### src/rtl/imm_gen_fifo.sv
// RV32/RV64 immediate generator feeding a DEPTH-entry tagged FIFO.
// Decode is on the input side; only the decoded immediate, tag and illegal flag are stored.
module imm_gen_fifo #(
  parameter int XLEN  = 32,
  parameter int DEPTH = 4,
  parameter int TAG_W = 5
) (
  input  logic             CLK,
  input  logic             RST,
  input  logic             InValid,
  output logic             InReady,
  input  logic [31:0]      InstrIn,
  input  logic [2:0]       ImmSrc,
  input  logic [TAG_W-1:0] TagIn,
  output logic             OutValid,
  input  logic             OutReady,
  output logic [XLEN-1:0]  SignImm,
  output logic [TAG_W-1:0] TagOut,
  output logic             IllegalImm,
  output logic [7:0]       IllegalCnt,
  input  logic             ClrCnt
);

  localparam int AW = $clog2(DEPTH);

  logic [XLEN-1:0]  imm_q [DEPTH];
  logic [TAG_W-1:0] tag_q [DEPTH];
  logic             ill_q [DEPTH];
  logic [AW-1:0]    wr_ptr_q, wr_ptr_d;
  logic [AW-1:0]    rd_ptr_q, rd_ptr_d;
  logic [AW:0]      occ_q, occ_d;
  logic [7:0]       cnt_q, cnt_d;

  logic [XLEN-1:0]  dec_imm;
  logic             dec_ill;
  logic             push, pop;

  // Size casts of signed fields give the sign extension from instr[31].
  always_comb begin
    dec_imm = '0;
    dec_ill = 1'b0;
    case (ImmSrc)
      3'b000:  dec_imm = XLEN'($signed(InstrIn[31:20]));
      3'b001:  dec_imm = XLEN'($signed({InstrIn[31:25], InstrIn[11:7]}));
      3'b010:  dec_imm = XLEN'($signed({InstrIn[31], InstrIn[7], InstrIn[30:25],
                                         InstrIn[11:8], 1'b0}));
      3'b011:  dec_imm = XLEN'($signed({InstrIn[31:12], 12'b0}));
      3'b100:  dec_imm = XLEN'($signed({InstrIn[31], InstrIn[19:12], InstrIn[20],
                                         InstrIn[30:21], 1'b0}));
      default: dec_ill = 1'b1;
    endcase
  end

  assign InReady  = (occ_q != (AW+1)'(DEPTH));
  assign OutValid = (occ_q != '0);
  assign push     = InValid && InReady;
  assign pop      = OutValid && OutReady;

  assign SignImm    = imm_q[rd_ptr_q];
  assign TagOut     = tag_q[rd_ptr_q];
  assign IllegalImm = ill_q[rd_ptr_q];
  assign IllegalCnt = cnt_q;

  always_comb begin
    wr_ptr_d = wr_ptr_q;
    rd_ptr_d = rd_ptr_q;
    occ_d    = occ_q;
    cnt_d    = cnt_q;
    if (push) wr_ptr_d = wr_ptr_q + AW'(1);
    if (pop)  rd_ptr_d = rd_ptr_q + AW'(1);
    if (push && !pop)      occ_d = occ_q + (AW+1)'(1);
    else if (!push && pop) occ_d = occ_q - (AW+1)'(1);
    // Clear wins over a coincident illegal push.
    if (ClrCnt)                                  cnt_d = '0;
    else if (push && dec_ill && cnt_q != 8'hFF)  cnt_d = cnt_q + 8'd1;
  end

  always_ff @(posedge CLK or posedge RST) begin
    if (RST) begin
      wr_ptr_q <= '0;
      rd_ptr_q <= '0;
      occ_q    <= '0;
      cnt_q    <= '0;
      for (int i = 0; i < DEPTH; i++) begin
        imm_q[i] <= '0;
        tag_q[i] <= '0;
        ill_q[i] <= 1'b0;
      end
    end else begin
      wr_ptr_q <= wr_ptr_d;
      rd_ptr_q <= rd_ptr_d;
      occ_q    <= occ_d;
      cnt_q    <= cnt_d;
      if (push) begin
        imm_q[wr_ptr_q] <= dec_imm;
        tag_q[wr_ptr_q] <= TagIn;
        ill_q[wr_ptr_q] <= dec_ill;
      end
    end
  end

endmodule

### config.mk
export PLATFORM = sky130hd
export DESIGN_NAME = imm_gen_fifo
export DESIGN_NICKNAME = d
export VERILOG_FILES = /design/src/rtl/imm_gen_fifo.sv
export SDC_FILE = /design/constraint.sdc
export NUM_CORES = 1
export LEC_CHECK = 0
export ABC_AREA = 1
export BUFFER_PORTS_ARGS = -buffer_cell sky130_fd_sc_hd__buf_4
export CAP_MARGIN = 15
export CORE_ASPECT_RATIO = 1.4
export CORE_MARGIN = 5
export CORE_UTILIZATION = 59
export DETAILED_ROUTE_END_ITERATION = 8
export GPL_ROUTABILITY_DRIVEN = 0
export HOLD_SLACK_MARGIN = 0.03
export PLACE_DENSITY = 0.81
export SETUP_SLACK_MARGIN = 0.1
export SYNTH_ARGS = -nofsm -noshare
export SYNTH_HDL_FRONTEND = slang
export SYNTH_SLANG_ARGS = --single-unit
### constraint.sdc
create_clock -name CLK -period 7.39 [get_ports CLK]
set_clock_uncertainty 0.1 [all_clocks]
set_input_delay 0.739 -clock CLK [delete_from_list [all_inputs] [get_ports CLK]]
set_output_delay 0.739 -clock CLK [all_outputs]
set_load 0.01 [all_outputs]
== Word level (Yosys, flattened, before mapping) ==
Cells that the tools add are included.

* Bits in registers: 167
* Output and inout port bits: 48

* Add/subtract/negate cells: 5
* $lt $le $gt $ge: 3
* Equal/unequal tests: 6
* Multiplexer cells: 24
* Bitwise gates (word level): 2
* Reductions and logical operators: 14

{| class="wikitable"
|+ Operators with widths
! operator !! number
|-
| 32-bit case mux with 5 select lines || 1
|-
| 128-bit bitwise mux || 1
|-
| 32-bit 2-to-1 mux || 3
|-
| 32-bit binary-select mux with 2-bit select || 1
|-
| 32-bit demux with 2-bit select || 1
|-
| 20-bit bitwise mux || 1
|-
| 8-bit 2-to-1 mux || 2
|-
| 5-bit 2-to-1 mux || 3
|-
| 5-bit binary-select mux with 2-bit select || 1
|-
| 5-bit demux with 2-bit select || 1
|-
| 8-bit by 1-bit adder with 8-bit output (second input constant) || 1
|-
| 8-bit inequality test (second input constant) || 1
|-
| 1-bit logical AND || 7
|-
| 3-bit by 2-bit == test with 1-bit output (second input constant) || 2
|-
| 3-bit greater-or-equal comparator (second input constant) || 2
|-
| 3-bit 2-to-1 mux || 2
|-
| 2-bit NOT with 3-bit output || 2
|-
| 5-bit OR reduction || 1
|-
| 2-bit by 1-bit adder with 2-bit output (second input constant) || 2
|-
| 4-bit bitwise mux || 1
|-
| 1-bit 2-to-1 mux || 4
|-
| 2-bit nonzero test || 2
|-
| 3-bit by 1-bit adder with 3-bit output (second input constant) || 1
|-
| 3-bit by 1-bit == test with 1-bit output (second input constant) || 1
|-
| 9 further kinds || 10
|}

== Longest topological paths before layout ==
Gate-level depths: netlist of run 1.

* Word-level depth: 7
* Mapped depth: 10
* Gate-level depth less buffers: 10

== Worst setup path after synthesis of run 1 ==
OpenSTA, ideal clock, no wires.

* Path type: input to register
* Start: input port InValid
* End: register occ_q[1]
* Setup time: 125 ps
* Arrival: 1885 ps
* Data required time: 7165 ps
* Path slack: 5281 ps
* Stages: 5
* Cells stage by stage: a21boi_4 ha_1 inv_1 fa_1 mux2_2

{| class="wikitable"
|+ RTL lines
! item !! RTL line !! source
|-
| from (decl) || 10 || <nowiki>input logic InValid,</nowiki>
|-
| 1-bit logical AND || 56 || <nowiki>assign push = InValid && InReady;</nowiki>
|-
| 1-bit logical AND || 71 || <nowiki>if (push && !pop) occ_d = occ_q + (AW+1)'(1);</nowiki>
|-
| 3-bit 2-to-1 mux || 71 ||
|-
| net occ_d[1] || 31 || <nowiki>logic [AW:0] occ_q, occ_d;</nowiki>
|-
| to (signal assigned) || 82 || <nowiki>occ_q <= '0;</nowiki>
|-
| to (signal assigned) || 92 || <nowiki>occ_q <= occ_d;</nowiki>
|-
| to (decl) || 31 ||
|}

The timed path passes the listed nets, and every way through them passes these cells.
A chain may end at the register's enable or synchronous reset.

== Worst setup path after layout of run 1 ==
* Start: register rd_ptr_q[0]
* End: output port SignImm[22]

* Word-level cells in the longest chain between the ends: 4

{| class="wikitable"
|+ RTL lines
! item !! RTL line !! source
|-
| from (decl) || 30 || <nowiki>logic [AW-1:0] rd_ptr_q, rd_ptr_d;</nowiki>
|-
| from (signal assigned) || 91 || <nowiki>rd_ptr_q <= rd_ptr_d;</nowiki>
|-
| 2-bit NOT with 3-bit output (not written as such) || 59 || <nowiki>assign SignImm = imm_q[rd_ptr_q];</nowiki>
|-
| 32-bit binary-select mux with 2-bit select || 59 ||
|-
| 32-bit 2-to-1 mux (not written as such) (2 in a row) || 59 ||
|-
| to (decl) || 17 || <nowiki>output logic [XLEN-1:0] SignImm,</nowiki>
|}

Every way passes these cells. The select of a mux whose other input is x is not followed.

==> results of run 1 <==
[cells by family after synthesis]
kind of cell | after synthesis
AOI/OAI and AO/OA | 158
xor gates and xnor gates | 7
and+or+nand+nor | 607
buffers and inverters | 85
adders and majority gates | 7
DFF | 167
muxes | 1
[metal layers]
metal  part of all wire  vias to the layer above  GRT usage
met5                  0                        -          0
met4              0.026                        0      0.107
met3              0.083                       45     0.0607
met2               0.48                      319      0.433
met1               0.41                     3462      0.363
li1                   -                     3398          -
[layout by cell type (no fill, tap or decap), drive strengths merged]
cell      Yosys  final
clkinv        0      3
o211ai        1      1
nor2         95     95
xor2          5      5
ha            6      6
a21oi         1      1
nand2       473    473
bufinv        0      2
nand3        39     39
clkbuf       21     24
buf          40     98
dfrtp       167    167
diode         0      1
mux2          1      1
xnor2         2      2
a21boi        1      1
fa            1      1
inv          24     25
o21ai       117    117
clkinvlp      0      2
o22ai        38     38
[critical path, stage by stage (launching register included)]
cell and delay [ns]:
dfrtp_2 0.41, inv_2 0.32, buf_4 0.58, o21ai_0 0.16, o22ai_1 0.29, buf_4 0.19
[final timing paths]
kind | from | to | slack [ns] | cells past startpoint
max in group asynchronous | RST | imm_q[112] | 5.44 | 3
min in group asynchronous | RST | tag_q[18] | 0.44 | 2
worst max-delay path | rd_ptr_q[0] | SignImm[22] | 4.17 | 5
worst min-delay path | imm_q[91] | imm_q[91] | 0.37 | 2
worst min register to register | imm_q[91] | imm_q[91] | 0.37 | 2
worst max register to register | occ_q[0] | imm_q[11] | 4.88 | 8
[through the flow]
step	total power, W	cells
5_1_grt	0.00438	1284
3_3_place_gp	0.00318	1249
4_1_cts	0.00411	1281
3_5_place_dp	0.00323	1249
2_1_floorplan	0.00258	1032
6_report	0.00412	1284
[final cells by class]
| type | count | area, um2 | share of cell area |
|---|---|---|---|
| Timing Repair Buffer | 98 | 763 | 0.0825 |
| Inverter | 24 | 95.1 | 0.0103 |
| Multi-Input combinational cell | 780 | 3420 | 0.370 |
| Tap cell | 182 | 228 | 0.0246 |
| Clock buffer | 24 | 462 | 0.0499 |
| Antenna cell | 1 | 2.50 | 0.000271 |
| Sequential cell | 167 | 4180 | 0.452 |
| Clock inverter | 8 | 98.8 | 0.0107 |
[sequential cells by signal, summed over array words and instances, names as in the netlist]
signal	cells
IllegalCnt	8
imm_q	128
wr_ptr_q	2
rd_ptr_q	2
tag_q	20
ill_q	4
occ_q	3
[where the power goes]
group	switching (W)	internal, W	total [W]
clock network	0.000353	0.000506	0.000860
registers	0.000199	0.00129	0.00149
logic	0.00108	0.000689	0.00177
==> reports/metrics.cfg, run 1 <==
[clock_network]
cts.repair.resized=0
cts_made_buffers=17
clk_pin_slew_ns=0.06
hold_buffers=0
post_cts_buffers=0
h-tree-depth=4
clk_path_buf_depth=2
clock_latency_ns=0.42
cts_sinks=167
clockRootBuffer=clkbuf_16
cts_tree=built

[die]
fp.dieArea_mm2=0.0160
num_rows=50
initial_utilization=0.598
io_pins=93
die_w_um=108
core_mm2=0.0133
die_h_um=148

[synth]
synth_area_per_cell_um2=7.73
synth_top_area_share=0.524
async_flop_share=1.00
synthMuxAreaShare=0.00141
synth_compound_area_frac=0.108
ys_top_cells_by_area=dfrtp_1 52%, nand2_1 22%, o21ai_0 6.7%, nor2_1 4.4%, o22ai_1 3.0%
synth-main-ff-cell=dfrtp_1
ys_seq_area_frac=0.524
synth_top_family_by_area=simple AND/OR/NAND/NOR gates
synth_xor_area_frac=0.00769
synth_seq_cells=167
postSynthCellCount=1032
synth-simple-area-share=0.300
synth_commonest_cells=473 x nand2_1, 167 x dfrtp_1, 107 x o21ai_0
synthAdderAreaFrac=0.0119
syn_nets=1084
synth.distinct_cells=25
netlist_area_mm2=0.00798
synth_area_leader_cell=dfrtp_1
yosys_warnings=0
synth_edf_count=0
post-synth-top-count-cell=nand2_1

[worst_setup_path]
crit_type=register to output pin
end_kind=output pin
crit_path_max_fanout=55
worst-endpoint-arrival_ns=2.39
startpoint_type=register
cp.required_ns=6.55

[sta]
tns_ns=0
setup_viol=0
worstMarginPinSlew_ns=0.978
rsz0062_at_grt=no
period_minus_slack_ns=3.22
whs_ns=0.374
min_period_over_period=0.436
timing.final.ws_setup_ns=4.17
max_slew_margin=0.348
final-hold-violation-count=0
max_freq_ghz=0.310
slew_viol_final=0

[min_path]
hold_path_class=register to register

[final_layout]
design_area_mm2=0.00925
n_fill_cell=1079
fin_util=0.694
synthToLayoutAreaGrowth_pct=16.0
drive_gt1_frac=0.131
nets=1140

[grt]
grt_usage=0.272
antenna_found_initial=1
gr-total-overflow=0
grt_start_max_net_pins=108
grt_pass1_vias=6776
grt_pass1_wl_um=34200

[pwr]
p_leak_nw=4.92
vdd_drop_max_v=0.000234
p_per_area_mw_per_mm2=445

[flow_run]
cap_viol_max_count=0

[detailed_routing]
num_vias=7224
dr.first_iter.drc_count=573
wire_per_inst_um=16.7
drtPass1Iterations=5
routed_wl_um=21400
drtAntennaViolNets=0
viasPerCell=5.63
drcViolationCount=0

[place]
hpwl_um=12600
port_buffers=85
pre_cts_ws_ns=4.68
placed_area_mm2=0.00864

[status]
status=finished, final reports clean

Power figures use the tool's default switching activity.
==> inputs of run 2 (changes only) <==
==> constraint.sdc (replaced) <==
create_clock -name CLK -period 3 [get_ports CLK]
set_clock_uncertainty 0.1 [all_clocks]
set_input_delay 0.3 -clock CLK [delete_from_list [all_inputs] [get_ports CLK]]
set_output_delay 0.3 -clock CLK [all_outputs]
set_load 0.01 [all_outputs]
==> reports/metrics.cfg, run 2 (synthesis results as in run 1) <==
[status]
status=finished, final reports clean

[clock_network]
cts_made_buffers=17
clock_latency_ns=0.42
h-tree-depth=4
cts.repair.resized=0
clk_path_buf_depth=2
post_cts_buffers=0
cts_tree=built
cts_sinks=167
clockRootBuffer=clkbuf_16
clk_pin_slew_ns=0.06

[final_layout]
largest-register=imm_q
synthToLayoutAreaGrowth_pct=18.2
fin_util=0.707
largest_reg_flops=128
drive_gt1_frac=0.138
num_antenna_cells=0
final_cell_mix=473 x nand2_1, 166 x dfrtp_1, 107 x o21ai_0
nets=1155
final_common_cell=nand2_1

[grt]
grtUsageMet3=0.0607
use_met1=0.365
grt_pass1_wl_um=36400
gr-total-overflow=0
grt_usage=0.288
grt_pass1_vias=7312
grt_start_max_net_pins=65
antenna_found_initial=0
grt_busiest_layer=met2
use_met2=0.485

[worst_setup_path]
crit_path_max_incr_delay_ns=0.68
setup.worst_path.start=rd_ptr_q[0]
cp.required_ns=2.60
cp_slowest_cell=dfrtp_2
critPathCapture=SignImm[22]
crit_type=register to output pin
crit_path_max_fanout=53
regToRegStartpoint=occ_q[0]
rrSetupSlack_ns=0.92
startpoint_type=register
r2r-end=imm_q[107]
worst-endpoint-arrival_ns=2.35
r2r_cells=8
cp_common_cell=buf_4
path_cells=buf_4 > o21ai_0 > o22ai_1 > buf_4
end_kind=output pin

[sta]
tns_ns=0
rsz0062_at_grt=no
max_slew_margin=0.471
final-hold-violation-count=0
max_freq_ghz=0.363
setup_viol=0
min_period_over_period=0.917
worstMarginPinSlew_ns=0.789
whs_ns=0.0633
slew_viol_final=0
period_minus_slack_ns=2.75

[pwr]
vdd_drop_max_v=0.000635
p_per_area_mw_per_mm2=1090
p_leak_nw=5.01

[die]
fp.dieArea_mm2=0.0160
initial_utilization=0.598
die_w_um=108
core_mm2=0.0133
io_pins=93
num_rows=50
die_h_um=148

[detailed_routing]
viasPerCell=5.67
drtAntennaViolNets=0
drtPass1Iterations=5
num_vias=7350
drcViolationCount=0
dr.first_iter.drc_count=640
routed_wl_um=21900
wire_per_inst_um=16.9

[place]
port_buffers=85
hpwl_um=13400

[flow_run]
cap_viol_max_count=0

[min_path]
min-delay-start=ClrCnt
hold_path_class=primary input to register

[run 2: cell types whose count changed in the layout (fill, tap and decap cells not counted), sizes merged]
cell / previous run / this run
buf: 98 / 106
clkbuf: 24 / 23
clkinv: 3 / 6
clkinvlp: 2 / 1
diode: 1 / 0
dlygate4sd3: 0 / 7
inv: 25 / 23
[run 2: layout make-up]
| type | count | area, um2 |
|---|---|---|
| fillers | 1066 | 3900 |
| flip-flops and latches | 167 | 4180 |
| clock buffers | 23 | 478 |
| clock inverters | 8 | 97.6 |
| multi-input cells | 780 | 3420 |
| inverters | 24 | 93.8 |
| well taps | 182 | 228 |
| repair buffers | 113 | 928 |
[run 2: repair_timing]
action,in CTS,in global routing
hold buffers,7,0
setup endpoints to repair,0,0
endpoints found under the hold margin,48,0
[run 2: worst max-delay path, delay by kind of cell (launching register included)]
family / cells / cell delay, ns
buffers and inverters: 2 / 0.77
DFF: 1 / 0.68
AOI/OAI and AO/OA: 2 / 0.47
[run 2: stage by stage]
stage / cells / total power, W / setup slack (ns) / cell area (um2)
2_1_floorplan: 1032 / 0.00637 / 0.473 / 7980
3_3_place_gp: 1259 / 0.00797 / 0.764 / 8780
3_5_place_dp: 1259 / 0.00809 / 0.768 / 8780
4_1_cts: 1297 / 0.0103 / 0.293 / 9420
5_1_grt: 1297 / 0.0110 / 0.176 / 9420
6_report: 1297 / 0.0103 / 0.249 / 9420
[run 2: routing by layer]
metal	vias up	part of all wire
met4	0	0.026
met3	44	0.093
li1	3430	-
met1	3500	0.39
met2	376	0.49
met5	-	0
[run 2: how the worst min path moves through the flow]
stage | to | cells after the start
finish | IllegalCnt[7] | 4
global route | IllegalCnt[7] | 4
CTS | IllegalCnt[5] | 4
detailed placement | imm_q[73] | 2
global placement | imm_q[8] | 2
floorplan | tag_q[0] | 2
[run 2: power breakdown]
group	internal [W]	switching (W)	total, W
combinational	0.00176	0.00263	0.00439
clock	0.00129	0.000854	0.00214
sequential	0.00319	0.000562	0.00375
total	0.00623	0.00405	0.0103
==> inputs of run 3 (changes only) <==
--- a/config.mk
+++ b/config.mk
@@ -11,6 +11,7 @@
 export CORE_ASPECT_RATIO = 1.4
 export CORE_MARGIN = 5
 export CORE_UTILIZATION = 59
+export CTS_BUF_LIST = sky130_fd_sc_hd__clkbuf_4 sky130_fd_sc_hd__clkbuf_8 sky130_fd_sc_hd__clkbuf_16
 export DETAILED_ROUTE_END_ITERATION = 8
 export GPL_ROUTABILITY_DRIVEN = 0
 export HOLD_SLACK_MARGIN = 0.03
==> reports/metrics.cfg, run 3 (synthesis results as in run 1) <==
[sta]
max_freq_ghz=0.363
min_period_over_period=0.917
slew_viol_final=0
tns_ns=0
setup_viol=0
worstMarginPinSlew_ns=0.767
final-hold-violation-count=0
whs_ns=0.0628
max_slew_margin=0.487
period_minus_slack_ns=2.75
rsz0062_at_grt=no

[final_layout]
design_area_mm2=0.00944
num_antenna_cells=0
largest_reg_flops=128
synthToLayoutAreaGrowth_pct=18.3
largest-register=imm_q
drive_gt1_frac=0.141
nets=1155
final_common_cell=nand2_1
final_cell_mix=473 x nand2_1, 166 x dfrtp_1, 107 x o21ai_0

[place]
placed_area_mm2=0.00878
port_buffers=85
hpwl_um=13400

[worst_setup_path]
rrSetupSlack_ns=0.93
end_kind=output pin
r2r-end=imm_q[107]
setup.worst_path.start=rd_ptr_q[0]
worst-endpoint-arrival_ns=2.35
regToRegStartpoint=occ_q[0]
cp.required_ns=2.60
r2r_cells=8
startpoint_type=register
crit_type=register to output pin
crit_path_max_fanout=53
critPathCapture=SignImm[22]

[clock_network]
cts_made_buffers=17
cts_tree=built
clock_latency_ns=0.42
clockRootBuffer=clkbuf_16
clk_pin_slew_ns=0.06
cts_sinks=167
h-tree-depth=4
clk_path_buf_depth=2

[min_path]
min-delay-start=ClrCnt
hold_path_class=primary input to register

[pwr]
switching_share=0.394
netSwitchingPower_w=0.00407
power.total_w=0.0103
p_comb_frac=0.427
clockPowerShare=0.210
vdd_drop_max_v=0.000647
p_per_area_mw_per_mm2=1090
intPower_w=0.00626
seq_power_share=0.363
p_leak_nw=5.02

[detailed_routing]
routed_wl_um=21900
drtPass1Iterations=7
wire_per_inst_um=16.9
drcViolationCount=0
dr.first_iter.drc_count=622
drtAntennaViolNets=0
num_vias=7370
viasPerCell=5.68

[flow_run]
cap_viol_max_count=0

[die]
die_h_um=148
fp.dieArea_mm2=0.0160
initial_utilization=0.598
core_mm2=0.0133
io_pins=93
num_rows=50
die_w_um=108

[grt]
grt_start_max_net_pins=65
grt_pass1_vias=7330
antenna_found_initial=0
gr-total-overflow=0
grt_usage=0.288
grt_pass1_wl_um=36400

[status]
status=finished, final reports clean

[run 3: layout make-up]
class	count	area, um2
repair buffers	113	928
inverters	24	93.8
flip-flops and latches	167	4180
clock inverters	8	97.6
well taps	182	228
multi-input cells	780	3420
fillers	1061	3890
clock buffers	23	489
[run 3: through the flow]
step	util	instances	setup slack, ns
finish	0.708	1297	0.248
global route	0.708	1297	0.172
CTS	0.708	1297	0.293
detailed placement	0.659	1259	0.768
global placement	0.659	1259	0.764
floorplan	-	1032	0.473
[run 3: how the worst min path moves through the flow]
stage                          endpoint  slack (ns)  cells after the start
after CTS                 IllegalCnt[5]        0.05                      4
after global routing      IllegalCnt[7]        0.07                      4
after detailed placement      imm_q[73]        0.35                      2
after global placement         imm_q[8]        0.35                      2
final                     IllegalCnt[5]        0.06                      4
after floorplan                tag_q[0]        0.31                      2
[run 3: power by group through the flow]
| stage | Clock, W | Sequential [W] | Combinational (W) |
|---|---|---|---|
| after floorplan | 0 | 0.00359 | 0.00278 |
| after global placement | 0 | 0.00371 | 0.00425 |
| after detailed placement | 0 | 0.00375 | 0.00434 |
| after CTS | 0.00218 | 0.00373 | 0.00441 |
| after global routing | 0.00228 | 0.00387 | 0.00489 |
| final | 0.00217 | 0.00375 | 0.00441 |
[run 3: repair_timing]
item,in CTS,in global routing
hold buffers,7,0
hold endpoints to repair,48,0
gates resized for setup,0,0
setup buffers,0,0
[run 3: critical path: stages (launching register included)]
cell	delay [ns]
dfrtp_2	0.67
buf_4	0.59
o21ai_0	0.19
o22ai_1	0.28
buf_4	0.18
[run 3: routing by layer]
metal	GRT usage	share of wire	routed length, um
met1	0.368	0.38	8370
met2	0.480	0.49	10700
met3	0.0585	0.10	2190
met4	0.111	0.029	631
met5	0	0	0
